## src/rtl/pipe_select_mux.sv

```systemverilog
// pipe_select_mux: selects one of NUM_IN data channels per accepted entry and
// buffers the result in a 2-entry skid buffer (EMPTY / ONE / TWO occupancy).
// All outputs come straight from flops. in_ready depends only on buffer
// occupancy, so there is no combinational path from out_ready to in_ready.
// Out-of-range selects fall back to DEFAULT_SEL and mark the entry with sel_err.
module pipe_select_mux #(
  parameter int DATA_W      = 32,
  parameter int NUM_IN      = 4,
  parameter int SEL_W       = 2,
  parameter int DEFAULT_SEL = 0
) (
  input  logic                     clk,
  input  logic                     reset,
  input  logic [NUM_IN*DATA_W-1:0] in_data,
  input  logic [SEL_W-1:0]         sel,
  input  logic                     in_valid,
  output logic                     in_ready,
  input  logic                     flush,
  output logic [DATA_W-1:0]        out_data,
  output logic [SEL_W-1:0]         out_sel,
  output logic                     sel_err,
  output logic                     out_valid,
  input  logic                     out_ready
);

  typedef enum logic [1:0] {
    ST_EMPTY = 2'd0,
    ST_ONE   = 2'd1,
    ST_TWO   = 2'd2
  } state_e;

  typedef struct packed {
    logic [DATA_W-1:0] data;
    logic [SEL_W-1:0]  sel;
    logic              err;
  } entry_t;

  localparam entry_t            ENTRY_ZERO = '0;
  localparam logic [SEL_W-1:0]  DEF_SEL    = SEL_W'(DEFAULT_SEL);

  // Resolve the effective channel and pick its data with an AND-OR mux, so an
  // out-of-range select can never index past the bus or leave a value held.
  function automatic entry_t build_entry(
    input logic [NUM_IN*DATA_W-1:0] data_bus,
    input logic [SEL_W-1:0]         sel_raw
  );
    entry_t           e;
    logic [SEL_W-1:0] eff;
    e = ENTRY_ZERO;
    if (32'(sel_raw) < 32'(NUM_IN)) begin
      eff   = sel_raw;
      e.err = 1'b0;
    end else begin
      eff   = DEF_SEL;
      e.err = 1'b1;
    end
    e.sel = eff;
    for (int k = 0; k < NUM_IN; k++) begin
      e.data = e.data | (data_bus[k*DATA_W +: DATA_W] & {DATA_W{eff == SEL_W'(k)}});
    end
    return e;
  endfunction

  state_e state_q, state_d;
  entry_t head_q, head_d;
  entry_t tail_q, tail_d;
  logic   in_ready_q, in_ready_d;
  logic   out_valid_q, out_valid_d;
  logic   push_s;
  logic   pop_s;
  entry_t new_entry_s;

  // Next-state logic: occupancy transitions, head/tail movement, flush override.
  always_comb begin
    push_s      = in_valid & in_ready_q;
    pop_s       = out_valid_q & out_ready;
    new_entry_s = build_entry(in_data, sel);
    state_d     = state_q;
    head_d      = head_q;
    tail_d      = tail_q;
    if (flush) begin
      state_d = ST_EMPTY;
      head_d  = ENTRY_ZERO;
      tail_d  = ENTRY_ZERO;
    end else begin
      case (state_q)
        ST_EMPTY: begin
          if (push_s) begin
            state_d = ST_ONE;
            head_d  = new_entry_s;
          end else begin
            state_d = ST_EMPTY;
          end
        end
        ST_ONE: begin
          if (push_s && pop_s) begin
            state_d = ST_ONE;
            head_d  = new_entry_s;
          end else if (push_s) begin
            state_d = ST_TWO;
            tail_d  = new_entry_s;
          end else if (pop_s) begin
            state_d = ST_EMPTY;
            head_d  = ENTRY_ZERO;
          end else begin
            state_d = ST_ONE;
          end
        end
        ST_TWO: begin
          if (pop_s) begin
            state_d = ST_ONE;
            head_d  = tail_q;
            tail_d  = ENTRY_ZERO;
          end else begin
            state_d = ST_TWO;
          end
        end
        default: begin
          state_d = ST_EMPTY;
          head_d  = ENTRY_ZERO;
          tail_d  = ENTRY_ZERO;
        end
      endcase
    end
    in_ready_d  = (state_d != ST_TWO);
    out_valid_d = (state_d != ST_EMPTY);
  end

  // State and output registers; reset empties the buffer immediately.
  always_ff @(posedge clk or posedge reset) begin
    if (reset) begin
      state_q     <= ST_EMPTY;
      head_q      <= ENTRY_ZERO;
      tail_q      <= ENTRY_ZERO;
      in_ready_q  <= 1'b1;
      out_valid_q <= 1'b0;
    end else begin
      state_q     <= state_d;
      head_q      <= head_d;
      tail_q      <= tail_d;
      in_ready_q  <= in_ready_d;
      out_valid_q <= out_valid_d;
    end
  end

  assign in_ready  = in_ready_q;
  assign out_valid = out_valid_q;
  assign out_data  = head_q.data;
  assign out_sel   = head_q.sel;
  assign sel_err   = head_q.err;

endmodule

```

## config.mk

```make
export PLATFORM = sky130hd
export DESIGN_NAME = pipe_select_mux
export DESIGN_NICKNAME = d
export VERILOG_FILES = /design/src/rtl/pipe_select_mux.sv
export SDC_FILE = /design/constraint.sdc
export NUM_CORES = 1
export LEC_CHECK = 0
export ABC_AREA = 1
export CAP_MARGIN = 20
export CELL_PAD_IN_SITES_DETAIL_PLACEMENT = 1
export CELL_PAD_IN_SITES_GLOBAL_PLACEMENT = 2
export CORE_ASPECT_RATIO = 0.6
export CORE_MARGIN = 2
export CORE_UTILIZATION = 23
export CTS_CLUSTER_DIAMETER = 120
export CTS_CLUSTER_SIZE = 14
export DETAILED_ROUTE_END_ITERATION = 12
export GPL_ROUTABILITY_DRIVEN = 0
export PLACE_DENSITY_LB_ADDON = 0.1
export SETUP_SLACK_MARGIN = 0.3
export SYNTH_ARGS = -nofsm -noshare
export SYNTH_HDL_FRONTEND = slang
export SYNTH_SLANG_ARGS = --single-unit
export TNS_END_PERCENT = 10
```

## constraint.sdc

```tcl
create_clock -name clk -period 2.64 [get_ports clk]
set_input_delay 0.264 -clock clk [delete_from_list [all_inputs] [get_ports clk]]
set_output_delay 0.264 -clock clk [all_outputs]
set_load 0.02 [all_outputs]
```

==> summary.md <==
| Metric | Value |
|---|---|
| Final setup fails | `0` |
| Vias in the first global route | `5886` |
| Post-synth top area share | `37.1%` |
| Register area share after synthesis | `37.7%` |
| Non-filler cells, final | `1211` |
| Cell accounting for the most synthesized area | `dfrtp_1` |
| Worst path cell trace | `nand2_1, inv_1, ha_1, nor2_1, nand3_1, nand3_2, nor2_4, buf_4, nand2_1, nand2_1` |
| Max Clk Rate | `0.505 GHz` |
| Endpoint class of the critical path | `flip-flop` |
| Final Cell Area | `7040 sq um` |
| Pwr per Cell Area | `544 nW/um^2` |
| Max incr delay on CP | `0.53 ns` |
| Worst relative slew slack | `52.9%` |
| FF-to-FF Start | `in_ready` |
| Pre-Repair DR Iteration Count | `4` |
| Post-Place Setup Slack | `0.416 ns` |
| CTS tree | `done` |
| Worst endpoint required time | `2.91 ns` |
| Avg Cell Area, Syn | `6.07 sq um` |
| Most common cell after layout, fill and taps aside | `nand2_1` |
| # rows | `40` |
| Critical path depth in cells | `10` |
| Hold/Removal Path Class | `in2async` |
| Status | `complete, no violations` |
| Root Buffer | `clkbuf_16` |
| Die height | `116 um` |
| RSZ-0062 raised after global routing | `no` |
| CTS max path bufs | `2` |
| Routed Antenna Nets | `0` |
| Total GRT Usage | `19.2%` |
| Cell count after placement | `1195` |
| CTS Sinks | `72` |
| DP Area | `6730 sq um` |
| CP Capture Point | `out_data[5]` |
| Post-Syn Area | `4790 sq um` |
| R2r worst-path depth | `10` |
| CP delay by family, top | `simple AND/OR/NAND/NOR gates` |
| Initial Util | `23.7%` |
| Setup Buffers After CTS | `0` |
| Ys Warns | `0` |
| Worst R2R Setup Slack | `0.66 ns` |
| Total CTS buffers | `9` |
| # resized after CTS | `0` |
| Initial DRC Count | `272` |
| Final setup TNS | `0 ns` |
| Grt ovf | `0` |
| Static Leakage | `3.34 nW` |
| Post-synth cell types | `21` |
| Fin. Hold Viols | `0` |
| Synth area leaders | `dfrtp_1, nand2_1, nor2_1` |
| Clock Skews | `0.00417 ns` |
| I/O pin cnt | `172` |
| Max cap viols | `0` |
| Final Max Slew Viols | `0` |
| Post-synthesis cell count | `788` |
| Routed vias/inst | `4.51` |
| Setup WS post-layout | `0.661 ns` |
| Crit Path Category | `reg2reg` |
| Minimum clock period | `1.98 ns` |
| CTS Hold Bufs | `0` |
| CP startpoint | `in_ready` |
| Setup crit start kind | `flip-flop` |
| DR vias | `5461` |
| Final period utilization | `75.0%` |
| Die W | `190 um` |
| Worst r2r dst | `out_data[5]` |
| Sum of buffers and inverters on the critical path | `2` |
| IO Port Bufs | `170` |
| Post-Syn Nets | `925` |
| Clk_lat worst skew | `0.33 ns` |
| Core ar. | `20200 sq um` |
| First-pass GRT wire length | `32.2 mm` |
| Most used cell, CP | `nand2_1` |
| Fin nets | `1070` |
| Post-detail-place hpwl | `15.2 mm` |
| # DRC | `0` |
| Final WL | `20.5 mm` |
| H-tree levels | `3` |
| Antenna diodes | `0` |
| VDD IR max | `0.287 mV` |
| Pin count of the biggest net entering global routing | `44` |
| Final Util | `34.8%` |
| Antenna violations before repair | `0` |
| Layout cell share with drive strength beyond 1 | `4.58%` |
| CP arrival | `2.25 ns` |
| #FFs+latches synth | `72` |
| Die area | `22000 sq um` |
| Standard cell with the maximum stage delay on the critical path | `dfstp_2` |
| Critical Path Fanout Max | `34` |
| WL/cell | `16.9 um` |
| Worst-margin pin slew | `0.706 ns` |
| Synth-to-layout area growth | `47.1%` |
| Most frequent cells in the layout | `nand2_1, clkdlybuf4s50_1, nor2_1` |
| Clk slew on worst S/H paths | `0.06 ns` |
[logic make-up (layout without fill, tap and decap cells)]
family	Yosys count	count (layout)	synth area share (%)
AOI/OAI and AO/OA	39	39	4.31
adders and majority gates	2	2	0.523
buffers and inverters	97	247	8.86
DFF	72	72	37.7
other	1	1	0.0783
and+or+nand+nor	577	577	48.6
[area by class of cell]
type | instances | area (sq um)
Inverter | 48 | 181
Clock buffer | 10 | 229
Timing Repair Buffer | 183 | 1840
Tap cell | 273 | 342
Sequential cell | 72 | 1800
Clock inverter | 6 | 83.8
Multi-Input combinational cell | 619 | 2560
Fill cell | 2582 | 13200
[worst min path at each step]
| stage | startpoint | endpoint | slack, ns | cells after the start |
|---|---|---|---|---|
| after floorplan | flush | tail_q[33] | 0.46 | 3 |
| after global routing | reset | tail_q[2] | 0.40 | 2 |
| final | reset | tail_q[2] | 0.35 | 2 |
| after global placement | out_data[1] | out_data[1] | 0.46 | 2 |
| after CTS | reset | tail_q[2] | 0.36 | 2 |
| after detailed placement | out_data[13] | out_data[13] | 0.47 | 2 |
[synth_stat cells (all sizes together)]
| master | instances |
|---|---|
| o221ai | 3 |
| nand2 | 301 |
| nand3 | 107 |
| buf | 29 |
| ha | 2 |
| dfrtp | 71 |
| dfstp | 1 |
| conb | 1 |
| nor2 | 168 |
| clkinv | 1 |
| and2 | 1 |
| o21ai | 36 |
| inv | 47 |
| clkbuf | 20 |
[flip-flops by register name, indices dropped and copies added (netlist names)]
signal,cells
out_sel,2
in_ready,1
state_q,2
out_data,32
out_valid,1
tail_q,34
[power by group]
group | switching (mW) | internal (mW) | total [mW]
clock network | 0.491 | 0.825 | 1.32
logic | 0.737 | 0.505 | 1.24
registers | 0.0585 | 1.22 | 1.28
total | 1.29 | 2.55 | 3.83
[through the flow]
stage / power (mW) / hold slack (ns)
floorplan: 1.92 / 0.458
CTS: 3.89 / 0.363
global placement: 2.52 / 0.461
finish: 3.83 / 0.347
detailed placement: 2.55 / 0.468
global route: 4.05 / 0.404
[layer usage]
layer,global-route usage (%),up-vias,wire length [um]
met2,28.0,128,8240
li1,-,2723,-
met4,4.34,0,291
met5,0,-,0
met1,28.2,2591,10700
met3,4.85,19,1230
Note: power is estimated with default switching activity, not from simulation.
